`config.mk`:
```
export PLATFORM = sky130hd
export DESIGN_NAME = bin2bcd_seq
export DESIGN_NICKNAME = d
export VERILOG_FILES = /design/src/rtl/bin2bcd_seq.sv
export SDC_FILE = /design/constraint.sdc
export NUM_CORES = 1
export LEC_CHECK = 0
export CAP_MARGIN = 20
export CORE_UTILIZATION = 49
export CTS_CLUSTER_DIAMETER = 100
export DETAILED_ROUTE_END_ITERATION = 8
export PLACE_DENSITY_LB_ADDON = 0.25
export SYNTH_ARGS = -nofsm -noshare
export SYNTH_HDL_FRONTEND = slang
export SYNTH_SLANG_ARGS = --single-unit
```
`constraint.sdc`:
```
create_clock -name clk -period 1.35 [get_ports clk]
set_input_delay 0.27 -clock clk [delete_from_list [all_inputs] [get_ports clk]]
set_output_delay 0.27 -clock clk [all_outputs]
set_load 0.01 [all_outputs]
```
`src/rtl/bin2bcd_seq.sv`:
```
// bin2bcd_seq
//   Iterative shift-add-3 (double-dabble) binary-to-BCD converter, one input
//   bit per clock. The result is registered and held between conversions so
//   a downstream display scanner can sample it at any time.
//
//   Parameters
//     WIDTH   binary input width (>= 1)
//     DIGITS  BCD digits produced; digit 0 = bcd[3:0] (ones)
//
//   Ports
//     clk    in   system clock, all logic on posedge
//     rst    in   synchronous active-high reset
//     start  in   conversion request, sampled only while idle
//     bin    in   binary value, captured on the accepting edge
//     busy   out  high while a conversion is in progress
//     done   out  one-cycle pulse, bcd/ovf updated this cycle
//     bcd    out  packed BCD result, held until next done
//     ovf    out  value >= 10**DIGITS; bcd holds the low DIGITS digits
//     blank  out  (BIN2BCD_BLANK_EN only) leading-zero flags per digit,
//                 blank[0] always 0
//
//   Build option: define BIN2BCD_BLANK_EN to add the blank output.

module bin2bcd_seq #(
  parameter int WIDTH  = 16,
  parameter int DIGITS = 8
) (
  input  logic                  clk,
  input  logic                  rst,
  input  logic                  start,
  input  logic [WIDTH-1:0]      bin,
  output logic                  busy,
  output logic                  done,
  output logic [4*DIGITS-1:0]   bcd,
  output logic                  ovf
`ifdef BIN2BCD_BLANK_EN
  ,
  output logic [DIGITS-1:0]     blank
`endif
);

  localparam int CW = (WIDTH > 1) ? $clog2(WIDTH) : 1;

  typedef enum logic {
    S_IDLE,
    S_SHIFT
  } state_t;

  state_t              r_state;
  logic [WIDTH-1:0]    r_bin;
  logic [4*DIGITS-1:0] r_dig;
  logic                r_sovf;
  logic [CW-1:0]       r_cnt;

  logic [4*DIGITS-1:0] w_adj;
  logic [4*DIGITS-1:0] w_dig_nxt;
  logic [WIDTH-1:0]    w_bin_nxt;
  logic                w_carry;
  logic                w_last;

  // Add-3 is applied per 4-bit digit before the shift; no inter-digit carry.
  always_comb begin
    w_adj = r_dig;
    for (int unsigned i = 0; i < DIGITS; i++) begin
      if (r_dig[4*i +: 4] >= 4'd5)
        w_adj[4*i +: 4] = r_dig[4*i +: 4] + 4'd3;
    end
  end

  // Bit leaving the top digit means the value needs more than DIGITS digits.
  assign w_carry   = w_adj[4*DIGITS-1];
  assign w_dig_nxt = {w_adj[4*DIGITS-2:0], r_bin[WIDTH-1]};
  assign w_bin_nxt = r_bin << 1;
  assign w_last    = (r_cnt == CW'(WIDTH - 1));

`ifdef BIN2BCD_BLANK_EN
  logic [DIGITS-1:0] w_blank_nxt;
  logic              w_zero_run;

  // Walk from the top digit down; a digit blanks while everything at or
  // above it is zero. The ones digit is never blanked.
  always_comb begin
    w_blank_nxt = '0;
    w_zero_run  = 1'b1;
    for (int unsigned k = 0; k < DIGITS; k++) begin
      w_zero_run = w_zero_run & (w_dig_nxt[4*(DIGITS-1-k) +: 4] == 4'd0);
      if (k != DIGITS - 1)
        w_blank_nxt[DIGITS-1-k] = w_zero_run;
    end
  end
`endif

  always_ff @(posedge clk) begin
    if (rst) begin
      r_state <= S_IDLE;
      r_bin   <= '0;
      r_dig   <= '0;
      r_sovf  <= 1'b0;
      r_cnt   <= '0;
      busy    <= 1'b0;
      done    <= 1'b0;
      bcd     <= '0;
      ovf     <= 1'b0;
`ifdef BIN2BCD_BLANK_EN
      blank   <= '0;
`endif
    end else begin
      done <= 1'b0;
      case (r_state)
        S_IDLE: begin
          if (start) begin
            r_bin   <= bin;
            r_dig   <= '0;
            r_sovf  <= 1'b0;
            r_cnt   <= '0;
            busy    <= 1'b1;
            r_state <= S_SHIFT;
          end
        end
        S_SHIFT: begin
          r_dig  <= w_dig_nxt;
          r_bin  <= w_bin_nxt;
          r_sovf <= r_sovf | w_carry;
          r_cnt  <= r_cnt + 1'b1;
          if (w_last) begin
            bcd     <= w_dig_nxt;
            ovf     <= r_sovf | w_carry;
            done    <= 1'b1;
            busy    <= 1'b0;
            r_state <= S_IDLE;
`ifdef BIN2BCD_BLANK_EN
            blank   <= w_blank_nxt;
`endif
          end
        end
        default: r_state <= S_IDLE;
      endcase
    end
  end

endmodule

```
==> impl_metrics.json, run 1 <==
{
  "placed_cells_incl_taps": 596,
  "fin_hold_ws_ns": 0.447,
  "worstHoldEndpoint": "bcd[8]",
  "largest_family_of_logic_cells_by_synthesized_area": "compound AO/OA/AOI/OAI gates",
  "numClockSinks": 89,
  "setup.worst_path.class": "reg -> reg",
  "antenna_violating_nets_post_route": 0,
  "rows": 32,
  "clk_pin_slew_ns": 0.09,
  "first_pass_grt_wire_length_um": 15300,
  "post_synth_xor_area_fraction": 0.0180,
  "groute.layer.met3.usage": 0.0335,
  "fraction_of_synthesized_area_in_multiplexers": 0.0642,
  "timing.max_cap.violations": 0,
  "detail_route.vias_per_cell": 5.45,
  "dp.final_hpwl_um": 6090,
  "cts.htree.levels": 3,
  "synth_area_per_cell_um2": 9.22,
  "compound_cell_area_share_of_the_yosys_netlist": 0.203,
  "synth.yosys.seq_area_share": 0.457,
  "startpoint": "r_dig[29]",
  "dieHeight_um": 91.2,
  "rsz0062_at_grt": "true",
  "capture_point_of_the_worst_reg_to_reg_path": "r_dig[30]",
  "worst_hold_startpoint": "bcd[8]",
  "timing_hold_violations_final": 0,
  "post_detailed_route_wirelength_per_cell_um": 15.6,
  "place.port_buffers": 53,
  "drt_first_iter_violations": 123,
  "drive_above_1_share": 0.305,
  "run_status": "complete, but fails checks",
  "failed_checks": "setup timing",
  "post-route-period-util": 1.04,
  "r2r_setup_slack_ns": -0.05,
  "grtUsageMet2": 0.408,
  "count_of_synthesis_stage_warnings_from_yosys": 0,
  "cts-root-to-sink-buffers": 2,
  "initial_core_utilization": 0.505,
  "io-pin-count": 54,
  "grt.overflow.total": 0,
  "finalCriticalPeriod_ns": 1.40,
  "antenna_cells_inserted": 0,
  "achievable-frequency_mhz": 715,
  "top_usage_layer": "met2",
  "power_density_nw_per_um2": 942,
  "fin_tns_setup_ns": -0.243,
  "synth.net_count": 459,
  "power.static_leakage_nw": 2.24,
  "worstSetupEndpointType": "flip-flop",
  "gp_congestion": 0.759,
  "num_vias": 3412,
  "nets": 555,
  "grt_use_met1": 0.284,
  "ys_ff_latch": 89,
  "placeableCoreArea_um2": 7730,
  "post-route-worst-setup-slack_ns": -0.0488,
  "synthAdderAreaFrac": 0.0546,
  "grt_usage": 0.231,
  "slew_viol_final": 0,
  "most-common-layout-cells": "dfxtp_1 (68), buf_4 (49), a21oi_1 (42), dlygate4sd2_1 (35), nor2_1 (34)",
  "cts_inserted_buffers": 9,
  "routed_wirelength_um": 9770,
  "drc": 0,
  "post_cts_hold_buffers": 0,
  "layout.cells.non_filler": 626,
  "min-delay-path-class": "reg -> reg",
  "worst_ir_drop_vdd_v": 0.000576,
  "antenna_found_initial": 0,
  "synthesis.area_um2": 3900,
  "r2r.worst_path.cells": 6,
  "p_total_mw": 5.29,
  "syn-instance-count": 423,
  "cts_tree": "done",
  "synth_simple_gate_area_frac": 0.143,
  "worst-path-max-fanout": 3,
  "cp.required_ns": 1.65,
  "critical_path_arrival_ns": 1.70,
  "tightestPinTransition_ns": 0.345,
  "worst_clock_skew_ns": 0.0113,
  "whs_path_depth": 2,
  "die_ar_um2": 8320,
  "most_common_cell_after_layout_fill_and_taps_aside": "dfxtp_1",
  "first_pass_iters": 4,
  "finalSetupViolations": 13,
  "slew_headroom": 0.770,
  "ys_types": 29,
  "start_kind": "flip-flop",
  "grt_max_degree": 32,
  "area_delta_synth_final_pct": 44.0,
  "reg2reg_from": "r_dig[29]",
  "die_x_um": 91.2,
  "first_global_vias": 3240,
  "clock_latency_on_the_worst_skew_pair_ns": 0.36,
  "clk_root_buffer_cell": "clkbuf_8",
  "post-place-ws_ns": -0.271
}
-- state kept, by name, indices dropped and copies added (netlist names) --
signal / flops
bcd: 32
busy: 1
r_bin: 16
r_cnt: 4
r_sovf: 1
done: 1
ovf: 1
r_dig: 32
r_state: 1
-- metal layers --
metal | routed length (um) | part of all wire
met1 | 4200 | 0.43
met2 | 5010 | 0.51
met3 | 394 | 0.040
met4 | 168 | 0.017
met5 | 0 | 0
-- kinds of logic after synthesis --
family	Yosys count
and+or+nand+nor	109
AOI/OAI and AO/OA	131
buffers and inverters	44
muxes	25
adders and majority gates	17
xor gates and xnor gates	8
DFF	89
-- critical path: stages (launching register included) --
cell and delay (ns):
dfxtp_4 0.37, inv_4 0.05, ha_4 0.15, nand2b_4 0.14, a21oi_4 0.16, mux2i_2 0.30
a22o_1 0.18
-- per-stage QoR --
step,cell area [um2],util
after CTS,5280,0.684
final,5610,0.727
after floorplan,3910,-
after detailed placement,4790,0.620
after global routing,5610,0.727
after global placement,4790,0.620
-- where the power goes --
part | internal [mW] | total, mW | switching (mW)
clock network | 1.28 | 2.24 | 0.963
logic | 0.176 | 0.362 | 0.185
registers | 2.66 | 2.68 | 0.0248
total | 4.11 | 5.29 | 1.17
-- area by class of cell --
cell class	count	area, um2
sequential	89	1810
clock inverter	5	103
timing repair buffer	110	1000
multi-input combinational	290	2330
tap	102	128
fill	562	2110
clock buffer	11	141
inverter	19	101
-- Yosys cell counts (all sizes together) --
library cell,n,area [um2]
ha,17,213
nor2,34,128
a41oi,1,8.76
o21ai,41,205
or2,1,6.26
nand3,9,45.0
nor2b,3,18.8
nand4,1,6.26
a21oi,52,260
xnor2,8,70.1
dfxtp,89,1780
nand2,23,86.3
nand2b,9,56.3
o31ai,1,7.51
clkinv,1,16.3
inv,18,67.6
mux2i,25,250
o22ai,1,6.26
clkbuf,8,30.0
buf,17,119
nor3b,25,188
nor3,4,25.0
a22oi,1,7.51
a22o,33,289
a211oi,1,7.51
-- timing repair --
item	in CTS	in global routing
setup buffers	8	5
gates resized for setup	96	65
endpoints found under the setup margin	85	45
cloned	0	1
pin swaps	18	15
-- how the worst max path moves through the flow --
| stage | endpoint | slack, ns | depth (start not counted) |
|---|---|---|---|
| after floorplan | bcd[10] | 0.01 | 6 |
| after global placement | r_dig[26] | -0.21 | 5 |
| after detailed placement | r_dig[31] | -0.27 | 6 |
| after CTS | r_dig[30] | -0.05 | 6 |
| after global routing | bcd[22] | -0.12 | 6 |
| final | r_dig[30] | -0.05 | 6 |
Power figures use the tool's default switching activity.
==> run 2, diff against run 1 <==
--- a/config.mk
+++ b/config.mk
@@ -5,11 +5,12 @@
 export SDC_FILE = /design/constraint.sdc
 export NUM_CORES = 1
 export LEC_CHECK = 0
-export CAP_MARGIN = 20
+export CAP_MARGIN = 5
 export CORE_UTILIZATION = 49
 export CTS_CLUSTER_DIAMETER = 100
 export DETAILED_ROUTE_END_ITERATION = 8
-export PLACE_DENSITY_LB_ADDON = 0.25
+export PLACE_DENSITY = 0.77
+export REMOVE_ABC_BUFFERS = 1
 export SYNTH_ARGS = -nofsm -noshare
 export SYNTH_HDL_FRONTEND = slang
 export SYNTH_SLANG_ARGS = --single-unit
==> run 2 against run 1 <==
Against the previous run:
- the flow still finishes with violations (setup timing)
- setup slack worse by 0.027 ns
- global-route usage about the same
- register-to-register slack worse by 0.03 ns
- critical path depth unchanged
- total power down 2.6%
==> impl_metrics.json, run 2 (synthesized netlist as in run 1, its figures left out) <==
{
  "drt_first_iter_violations": 170,
  "fin_util": 0.729,
  "gp_congestion": 0.819,
  "drive_above_1_share": 0.320,
  "grt_max_degree": 31,
  "initial_core_utilization": 0.505,
  "first_pass_iters": 5,
  "post_cts_hold_buffers": 0,
  "failed_checks": "setup timing",
  "finalCriticalPeriod_ns": 1.43,
  "post-route-worst-setup-slack_ns": -0.0762,
  "dp.final_hpwl_um": 5990,
  "power_density_nw_per_um2": 915,
  "timing.max_cap.violations": 0,
  "post-route-period-util": 1.06,
  "slew_viol_final": 0,
  "routed_wirelength_um": 10300,
  "start_kind": "flip-flop",
  "worst_clock_skew_ns": 0.0106,
  "achievable-frequency_mhz": 701,
  "antenna_cells_inserted": 0,
  "die_x_um": 91.2,
  "most_common_cell_after_layout_fill_and_taps_aside": "dfxtp_1",
  "cp.required_ns": 1.65,
  "layout.cells.non_filler": 627,
  "first_global_vias": 3307,
  "finalSetupViolations": 13,
  "nets": 556,
  "largest_registers": "bcd: 32 flops, r_dig: 32 flops, r_bin: 16 flops",
  "setup.worst_path.class": "reg -> reg",
  "clk_pin_slew_ns": 0.09,
  "antenna_violating_nets_post_route": 0,
  "detail_route.vias_per_cell": 5.55,
  "slew_headroom": 0.735,
  "rows": 32,
  "power.static_leakage_nw": 2.25,
  "min-delay-path-class": "reg -> reg",
  "io-pin-count": 54,
  "clk_root_buffer_cell": "clkbuf_8",
  "die_ar_um2": 8320,
  "critical_path_arrival_ns": 1.72,
  "fin_hold_ws_ns": 0.447,
  "worst-path-max-fanout": 3,
  "p_total_mw": 5.15,
  "worstSetupEndpointType": "flip-flop",
  "rsz0062_at_grt": "true",
  "cts-root-to-sink-buffers": 2,
  "grt.overflow.total": 0,
  "place.port_buffers": 53,
  "filler_cell_count": 538,
  "num_vias": 3481,
  "fin_tns_setup_ns": -0.385,
  "clock_latency_on_the_worst_skew_pair_ns": 0.36,
  "antenna_found_initial": 0,
  "placed_cells_incl_taps": 598,
  "numClockSinks": 89,
  "first_pass_grt_wire_length_um": 15300,
  "placeableCoreArea_um2": 7730,
  "timing_hold_violations_final": 0,
  "cts_tree": "done",
  "grt_usage": 0.231,
  "area_delta_synth_final_pct": 44.4,
  "dieHeight_um": 91.2,
  "worst_ir_drop_vdd_v": 0.000703,
  "tightestPinTransition_ns": 0.394,
  "most-common-layout-cells": "dfxtp_1 (68), buf_4 (48), a21oi_1 (42), nor2_1 (34), dlygate4sd2_1 (34)",
  "cts_inserted_buffers": 9,
  "post_detailed_route_wirelength_per_cell_um": 16.4,
  "drc": 0,
  "cts.htree.levels": 3,
  "run_status": "complete, but fails checks"
}
run 2: changes by cell type in the layout (fill, tap and decap cells not counted), sizes merged:
cell / delta
bufinv: -1
clkbuf: +1
clkdlybuf4s15: +1
clkinv: +1
dlygate4sd2: -1
run 2: layout make-up:
cell class / count / area, um2 / area share
repair buffers: 111 / 1040 / 0.184
well taps: 102 / 128 / 0.0227
clock inverters: 5 / 77.6 / 0.0138
flip-flops and latches: 89 / 1820 / 0.322
inverters: 19 / 93.8 / 0.0167
multi-input cells: 290 / 2330 / 0.414
clock buffers: 11 / 151 / 0.0269
run 2: path summary, 6_finish.rpt:
path	slack, ns	cells after the start	from	endpoint
max	-0.08	6	r_dig[29]	r_dig[30]
min	0.45	2	bcd[16]	bcd[16]
max reg2reg	-0.08	6	r_dig[29]	r_dig[30]
min reg2reg	0.45	2	bcd[16]	bcd[16]
run 2: per-layer routing:
layer | vias up | global-route usage | share of wire
li1 | 1686 | - | -
met1 | 1653 | 0.263 | 0.41
met2 | 114 | 0.408 | 0.52
met3 | 28 | 0.0586 | 0.053
met4 | 0 | 0.0966 | 0.025
met5 | - | 0 | 0
run 2: through the flow:
step           cell area, um2  setup slack (ns)
4_1_cts                  5260          -0.00428
3_3_place_gp             4810            -0.260
2_1_floorplan            3750             -1.30
5_1_grt                  5630            -0.102
6_report                 5630           -0.0762
3_5_place_dp             4810            -0.285
run 2: timing repair:
action,4_1_cts,5_1_grt
endpoints found under the setup margin,85,50
gates cloned,0,2
buffers inserted,3,8
gates resized for setup,99,71
pin swaps,19,23
run 2: where the power goes:
part,internal (mW),switching (mW)
registers,2.66,0.0257
logic,0.197,0.203
clock network,1.14,0.930
run 2: critical path, cell delays in order, from the launching register on:
cell      delay [ns]
dfxtp_4         0.38
inv_4           0.05
ha_4            0.15
nand2b_4        0.15
a21oi_4         0.17
mux2i_2         0.28
a22o_1          0.18
